--- config.mk ---
export PLATFORM = sky130hd
export DESIGN_NAME = mesh_router_xy_flat
export DESIGN_NICKNAME = d
export VERILOG_FILES = /design/src/rtl/mesh_router_xy_if.sv /design/src/rtl/mesh_router_xy.sv /design/src/flat_wrapper.sv
export SDC_FILE = /design/constraint.sdc
export NUM_CORES = 2
export LEC_CHECK = 0
export BUFFER_PORTS_ARGS = -buffer_cell sky130_fd_sc_hd__buf_2
export CAP_MARGIN = 25
export CORE_ASPECT_RATIO = 0.75
export CORE_MARGIN = 8
export CORE_UTILIZATION = 50
export CTS_CLUSTER_SIZE = 12
export DETAILED_ROUTE_END_ITERATION = 10
export GPL_ROUTABILITY_DRIVEN = 0
export PLACE_DENSITY = 0.66
export SLEW_MARGIN = 20
export SYNTH_ARGS = -nofsm -noshare
export SYNTH_HDL_FRONTEND = slang
export SYNTH_SLANG_ARGS = --single-unit
--- constraint.sdc ---
create_clock -name clk -period 9.69 [get_ports clk]
set_clock_uncertainty 0.1 [all_clocks]
set_input_delay 1.4535 -clock clk [delete_from_list [all_inputs] [get_ports clk]]
set_output_delay 1.4535 -clock clk [all_outputs]
set_load 0.02 [all_outputs]
--- src/rtl/mesh_router_xy_if.sv ---
// Link bundle for the five-port XY mesh router: per-port send/ready/data in both directions,
// plus the phase indicator and VC-error pulses. Port index: 0 up, 1 down, 2 left, 3 right, 4 pe.
interface mesh_router_xy_if #(
  parameter int DW = 64
);
  logic [4:0]      in_s;
  logic [4:0]      in_r;
  logic [5*DW-1:0] in_d;
  logic [4:0]      out_s;
  logic [4:0]      out_r;
  logic [5*DW-1:0] out_d;
  logic [4:0]      err_vc;
  logic            polarity;

  modport master (
    output in_s, in_d, out_r,
    input  in_r, out_s, out_d, err_vc, polarity
  );

  modport slave (
    input  in_s, in_d, out_r,
    output in_r, out_s, out_d, err_vc, polarity
  );
endinterface

--- src/rtl/mesh_router_xy.sv ---
// Five-port XY mesh router with even/odd VC phases; 2-cycle minimum latency (accept, arbitrate, send).
// Backpressure: a blocked output register stalls its VC FIFOs, and in_r drops once an input VC FIFO is full.
module mesh_router_xy #(
  parameter int DW        = 64,
  parameter int COORD_W   = 4,
  parameter int X_ID      = 0,
  parameter int Y_ID      = 0,
  parameter int BUF_DEPTH = 2
) (
  input logic             clk,
  input logic             reset,
  mesh_router_xy_if.slave link
);
  localparam int CNT_W = $clog2(BUF_DEPTH + 1);
  localparam int PTR_W = (BUF_DEPTH > 1) ? $clog2(BUF_DEPTH) : 1;
  localparam logic [CNT_W-1:0]   DEPTH_C  = CNT_W'(BUF_DEPTH);
  localparam logic [PTR_W-1:0]   PTR_LAST = PTR_W'(BUF_DEPTH - 1);
  localparam logic [COORD_W-1:0] MY_X     = COORD_W'(X_ID);
  localparam logic [COORD_W-1:0] MY_Y     = COORD_W'(Y_ID);
  localparam logic [2:0] P_UP = 3'd0, P_DOWN = 3'd1, P_LEFT = 3'd2, P_RIGHT = 3'd3, P_PE = 3'd4;

  logic            polarity_q;
  logic            ext_vc;
  logic [DW-1:0]   mem      [5][2][BUF_DEPTH];
  logic [CNT_W-1:0] cnt     [5][2];
  logic [PTR_W-1:0] rd_ptr  [5][2];
  logic [PTR_W-1:0] wr_ptr  [5][2];
  logic [DW-1:0]   out_data [5][2];
  logic [1:0]      out_full [5];
  logic [2:0]      rr       [5][2];
  logic [4:0]      err_q;

  logic [DW-1:0]   din       [5];
  logic [DW-1:0]   head      [5];
  logic [2:0]      head_port [5];
  logic [2:0]      gnt_idx   [5];
  logic [4:0]      push, pop, head_vld, in_rdy, snd, gnt_vld;
  logic [5*DW-1:0] out_bus;

  function automatic logic [2:0] route(input logic [2*COORD_W-1:0] dest);
    logic [COORD_W-1:0] dx, dy;
    dx = dest[2*COORD_W-1 -: COORD_W];
    dy = dest[COORD_W-1:0];
    if (dx > MY_X)      return P_RIGHT;
    else if (dx < MY_X) return P_LEFT;
    else if (dy > MY_Y) return P_DOWN;
    else if (dy < MY_Y) return P_UP;
    else                return P_PE;
  endfunction

  function automatic logic [2:0] add5(input logic [2:0] a, input logic [2:0] b);
    logic [3:0] s;
    s = {1'b0, a} + {1'b0, b};
    if (s >= 4'd5) s = s - 4'd5;
    return s[2:0];
  endfunction

  function automatic logic [PTR_W-1:0] ptr_inc(input logic [PTR_W-1:0] p);
    return (p == PTR_LAST) ? '0 : p + 1'b1;
  endfunction

  // Links carry the VC opposite to the one being arbitrated this cycle.
  assign ext_vc = ~polarity_q;

  for (genvar i = 0; i < 5; i++) begin : g_in
    assign din[i]       = link.in_d[i*DW +: DW];
    assign in_rdy[i]    = ~reset & (cnt[i][ext_vc] < DEPTH_C);
    assign push[i]      = link.in_s[i] & in_rdy[i];
    assign head[i]      = mem[i][polarity_q][rd_ptr[i][polarity_q]];
    assign head_vld[i]  = (cnt[i][polarity_q] != '0);
    assign head_port[i] = route(head[i][DW-2 -: 2*COORD_W]);
  end

  for (genvar o = 0; o < 5; o++) begin : g_out
    assign snd[o] = out_full[o][ext_vc] & link.out_r[o];
  end

  always_comb begin
    out_bus = '0;
    for (int o = 0; o < 5; o++) out_bus[o*DW +: DW] = out_data[o][ext_vc];
  end

  // Round-robin per output on the internal VC; each input has a single head so grants never collide.
  always_comb begin
    gnt_vld = '0;
    pop     = '0;
    for (int o = 0; o < 5; o++) begin
      gnt_idx[o] = '0;
      if (!out_full[o][polarity_q]) begin
        for (int k = 0; k < 5; k++) begin
          if (!gnt_vld[o] && head_vld[add5(rr[o][polarity_q], 3'(k))] &&
              head_port[add5(rr[o][polarity_q], 3'(k))] == 3'(o)) begin
            gnt_vld[o] = 1'b1;
            gnt_idx[o] = add5(rr[o][polarity_q], 3'(k));
          end
        end
      end
      if (gnt_vld[o]) pop[gnt_idx[o]] = 1'b1;
    end
  end

  always_ff @(posedge clk) begin
    if (reset) begin
      polarity_q <= 1'b0;
      err_q      <= '0;
      for (int i = 0; i < 5; i++) begin
        out_full[i] <= '0;
        for (int v = 0; v < 2; v++) begin
          cnt[i][v]      <= '0;
          rd_ptr[i][v]   <= '0;
          wr_ptr[i][v]   <= '0;
          out_data[i][v] <= '0;
          rr[i][v]       <= '0;
        end
      end
    end else begin
      polarity_q <= ~polarity_q;
      for (int i = 0; i < 5; i++) begin
        err_q[i] <= push[i] & (din[i][DW-1] != ext_vc);
        if (push[i]) begin
          wr_ptr[i][ext_vc] <= ptr_inc(wr_ptr[i][ext_vc]);
          cnt[i][ext_vc]    <= cnt[i][ext_vc] + 1'b1;
        end
        if (pop[i]) begin
          rd_ptr[i][polarity_q] <= ptr_inc(rd_ptr[i][polarity_q]);
          cnt[i][polarity_q]    <= cnt[i][polarity_q] - 1'b1;
        end
      end
      for (int o = 0; o < 5; o++) begin
        if (snd[o]) out_full[o][ext_vc] <= 1'b0;
        if (gnt_vld[o]) begin
          out_full[o][polarity_q] <= 1'b1;
          out_data[o][polarity_q] <= head[gnt_idx[o]];
          rr[o][polarity_q]       <= add5(gnt_idx[o], 3'd1);
        end
      end
    end
  end

  always_ff @(posedge clk) begin
    for (int i = 0; i < 5; i++) begin
      if (push[i]) mem[i][ext_vc][wr_ptr[i][ext_vc]] <= din[i];
    end
  end

  assign link.in_r     = in_rdy;
  assign link.out_s    = snd;
  assign link.out_d    = out_bus;
  assign link.err_vc   = err_q;
  assign link.polarity = polarity_q;
endmodule

--- src/flat_wrapper.sv ---
// flat-port wrapper written by rule: the top's interface ports become plain ports
module mesh_router_xy_flat 
#(
  parameter int DW        = 64,
  parameter int COORD_W   = 4,
  parameter int X_ID      = 0,
  parameter int Y_ID      = 0,
  parameter int BUF_DEPTH = 2
)
  (clk, reset, link_in_s, link_in_d, link_out_r, link_in_r, link_out_s, link_out_d, link_err_vc, link_polarity);
  mesh_router_xy_if #(.DW(DW)) link_i ();
  input logic clk;
  input logic reset;
  input wire logic [$bits(link_i.in_s)-1:0] link_in_s;
  input wire logic [$bits(link_i.in_d)-1:0] link_in_d;
  input wire logic [$bits(link_i.out_r)-1:0] link_out_r;
  output wire logic [$bits(link_i.in_r)-1:0] link_in_r;
  output wire logic [$bits(link_i.out_s)-1:0] link_out_s;
  output wire logic [$bits(link_i.out_d)-1:0] link_out_d;
  output wire logic [$bits(link_i.err_vc)-1:0] link_err_vc;
  output wire logic [$bits(link_i.polarity)-1:0] link_polarity;
  assign link_i.in_s = link_in_s;
  assign link_i.in_d = link_in_d;
  assign link_i.out_r = link_out_r;
  assign link_in_r = link_i.in_r;
  assign link_out_s = link_i.out_s;
  assign link_out_d = link_i.out_d;
  assign link_err_vc = link_i.err_vc;
  assign link_polarity = link_i.polarity;
  mesh_router_xy #(.DW(DW), .COORD_W(COORD_W), .X_ID(X_ID), .Y_ID(Y_ID), .BUF_DEPTH(BUF_DEPTH)) u_core (.clk(clk), .reset(reset), .link(link_i));
endmodule
==> impl_metrics.py <==
metrics = {
    "outcome": {
        "outcome": "finished, final reports clean",
    },
    "sta": {
        "rsz0062_at_grt": "false",
        "hold_violations": 0,
        "worst_slack_ns": 2.477,
        "final.min_clock_period_ns": 7.213,
        "fmax_ghz": 0.1386,
        "slew_headroom": 0.2095,
        "tightest_slew_ns": 1.186,
        "final.setup.tns_ns": 0,
        "setup_violations": 0,
        "holdWs_ns": 0.4179,
        "slew_viol_final": 0,
        "finalCritPeriodShare": 0.7444,
    },
    "worst_hold_path": {
        "worstHoldPathType": "register to register",
    },
    "global_routing": {
        "grt_use_total": 0.2960,
        "antenna_found_initial": 106,
        "grt_max_degree": 182,
        "grt_pass1_vias": 53880,
        "overflow": 0,
        "grt_pass1_wl_um": 405300,
    },
    "cts": {
        "cts_inserted_buffers": 195,
        "h-tree-depth": 4,
        "cts_tree": "yes",
        "postCtsHoldBufs": 0,
        "cts_root_buf": "clkbuf_16",
        "cts_buffer_depth": 3,
        "clock-sinks": 1994,
        "clock_latency_ns": 0.86,
        "post_cts_buffers": 0,
        "cts_resized": 0,
        "clk_pin_slew_ns": 0.07,
    },
    "synth": {
        "synth.avg_cell_area_um2": 14.54,
        "synth_xor_area_frac": 0.002978,
        "synth_cells": 6070,
        "synth_common_cells": "edfxtp_1, mux2_2, nor2_1",
        "yosysSeqAreaShare": 0.6776,
        "synth.distinct_cells": 103,
        "synth_edf_count": 1986,
        "async_flop_share": 0,
        "synth.area.mux_share": 0.1247,
        "yosysTopAreaCell": "edfxtp_1",
        "synth-seq-cells": 1994,
        "synthAdderAreaFrac": 0.005530,
        "synth_top_family_by_area": "multiplexers",
        "synthFlopType": "edfxtp_1",
        "synth_top_area_frac": 0.6758,
        "synth_most_common_cell": "edfxtp_1",
        "synth_top_cells_by_area": "edfxtp_1, mux2_2, mux2i_1",
        "synth-simple-area-share": 0.06969,
        "ys_warn_count": 0,
        "synth_area_um2": 88240,
        "synth_compound_area_frac": 0.09484,
    },
    "place": {
        "port_buffers": 667,
        "post-dp-hpwl_um": 205500,
        "dp_slack_ns": 2.849,
    },
    "critical_path": {
        "crit_path_end_kind": "register",
        "crit_required_ns": 10.17,
        "crit_path_start_kind": "register",
        "critPathBufInv": 4,
        "cp_cell_sequence": "buf_4 > buf_12 > nor4_1 > o22ai_1 > nand2_1 > nand3b_1 > o31ai_1 > nor3_1 > nand4_1 > o31a_1 > o21a_4 > inv_2 > buf_4 > o22ai_1 > o32ai_1 > nor2_1",
        "cp_max_fo": 181,
        "cp_slowest_cell": "buf_4",
        "critical-path-top-delay-family": "buffers and inverters",
        "rrSetupSlack_ns": 2.48,
        "timing_worst_setup_path_type": "register to register",
        "worstPathArrival_ns": 7.69,
        "cpPeakStageDelay_ns": 0.78,
    },
    "power": {
        "p_total_uw": 32290,
        "vdd_drop_max_uv": 427.2,
        "power_leakage_uw": 0.03563,
        "powerDensity_nw_per_um2": 319.1,
    },
    "floorplanning": {
        "die-area_um2": 190300,
        "die_h_um": 379.8,
        "pin_count": 668,
        "coreArea_um2": 175200,
        "rows": 133,
        "initial_core_util": 0.5036,
        "die_w_um": 501.1,
    },
    "routing": {
        "drc": 0,
        "wl_per_cell_um": 31.07,
        "vias_per_cell": 6.117,
        "drt_iter0_drc": 7705,
        "ant_nets": 0,
        "via_count": 57900,
        "first_pass_iters": 7,
        "totalWireLength_um": 294100,
    },
    "job": {
        "max_cap_violations": 0,
    },
    "layout": {
        "drive_gt1_frac": 0.2507,
        "fin_nets": 7332,
        "final_util": 0.5774,
        "syn_to_final_growth_pct": 14.65,
    },
}
-- worst register-to-register path, stage by stage (launching register included) --
cell,delay [ns]
dfxtp_4,0.54
buf_4,0.70
buf_12,0.77
nor4_1,0.31
o22ai_1,0.46
nand2_1,0.26
nand3b_1,0.39
o31ai_1,0.21
nor3_1,0.30
nand4_1,0.32
o31a_1,0.41
o21a_4,0.23
inv_2,0.27
buf_4,0.79
o22ai_1,0.26
o32ai_1,0.50
nor2_1,0.12
-- per-stage QoR --
step                      instance area, um2  instances
after global routing                  101100       9434
final                                 101200       9465
after CTS                             100900       9407
after detailed placement               95290       9111
after global placement                 95160       9099
after floorplan                        89310       6353
-- state kept, by name, summed over array words and instances (netlist names) --
signal                flops
u_core.rd_ptr            10
u_core.link.err_vc        5
u_core.cnt               20
u_core.out_data         640
u_core.wr_ptr            10
u_core.rr                18
u_core.link.polarity      1
u_core.out_full          10
u_core.mem             1280
-- placed cells by master (no fill, tap or decap), drive strengths merged, types with 163 or more instances in the layout --
cell type	netlist	final
a211oi	185	185
mux2	563	563
buf	123	821
edfxtp	1986	1986
nor2	547	547
clkbuf	287	250
mux2i	456	456
nor3	163	163
conb	1	284
a21oi	383	383
-- power by group --
part           switching, uW  internal (uW)  leakage, uW
Clock                   3230           3740      0.00270
Sequential               262          10600       0.0188
Combinational           9860           4610       0.0141
Total                  13300          18900       0.0356
-- layer usage --
| layer | part of all wire | routed length (um) | global-route usage | vias up |
|---|---|---|---|---|
| met5 | 0.00094 | 277 | 0 | - |
| met4 | 0.068 | 19860 | 0.1626 | 40 |
| met3 | 0.12 | 35380 | 0.1007 | 742 |
| met2 | 0.44 | 129900 | 0.4478 | 3325 |
| met1 | 0.37 | 108600 | 0.3757 | 28680 |
| li1 | - | - | - | 25120 |
-- final timing paths --
check / startpoint / to / depth (start not counted)
worst max-delay path: u_core.link.polarity / u_core.out_data[0][608] / 16
worst min-delay path: u_core.out_full[4][1] / u_core.out_full[4][1] / 2
worst max register to register: u_core.link.polarity / u_core.out_data[0][608] / 16
worst min register to register: u_core.out_full[4][1] / u_core.out_full[4][1] / 2
-- final cells by class --
cell class,instances,area (um2)
antenna,43,107.6
clock buffer,250,5127
clock inverter,46,480.5
fill,13860,74050
inverter,109,416.7
multi-input combinational,3840,27690
sequential,1994,59800
tap,2362,2955
timing repair buffer,821,4599
-- cell families after synthesis --
family	after synthesis
AOI/OAI and AO/OA	1193
xor gates and xnor gates	30
adders and majority gates	39
buffers and inverters	519
DFF	1994
muxes	1022
other	1
and+or+nand+nor	1272
No activity file was read; power rests on OpenSTA's default activity.
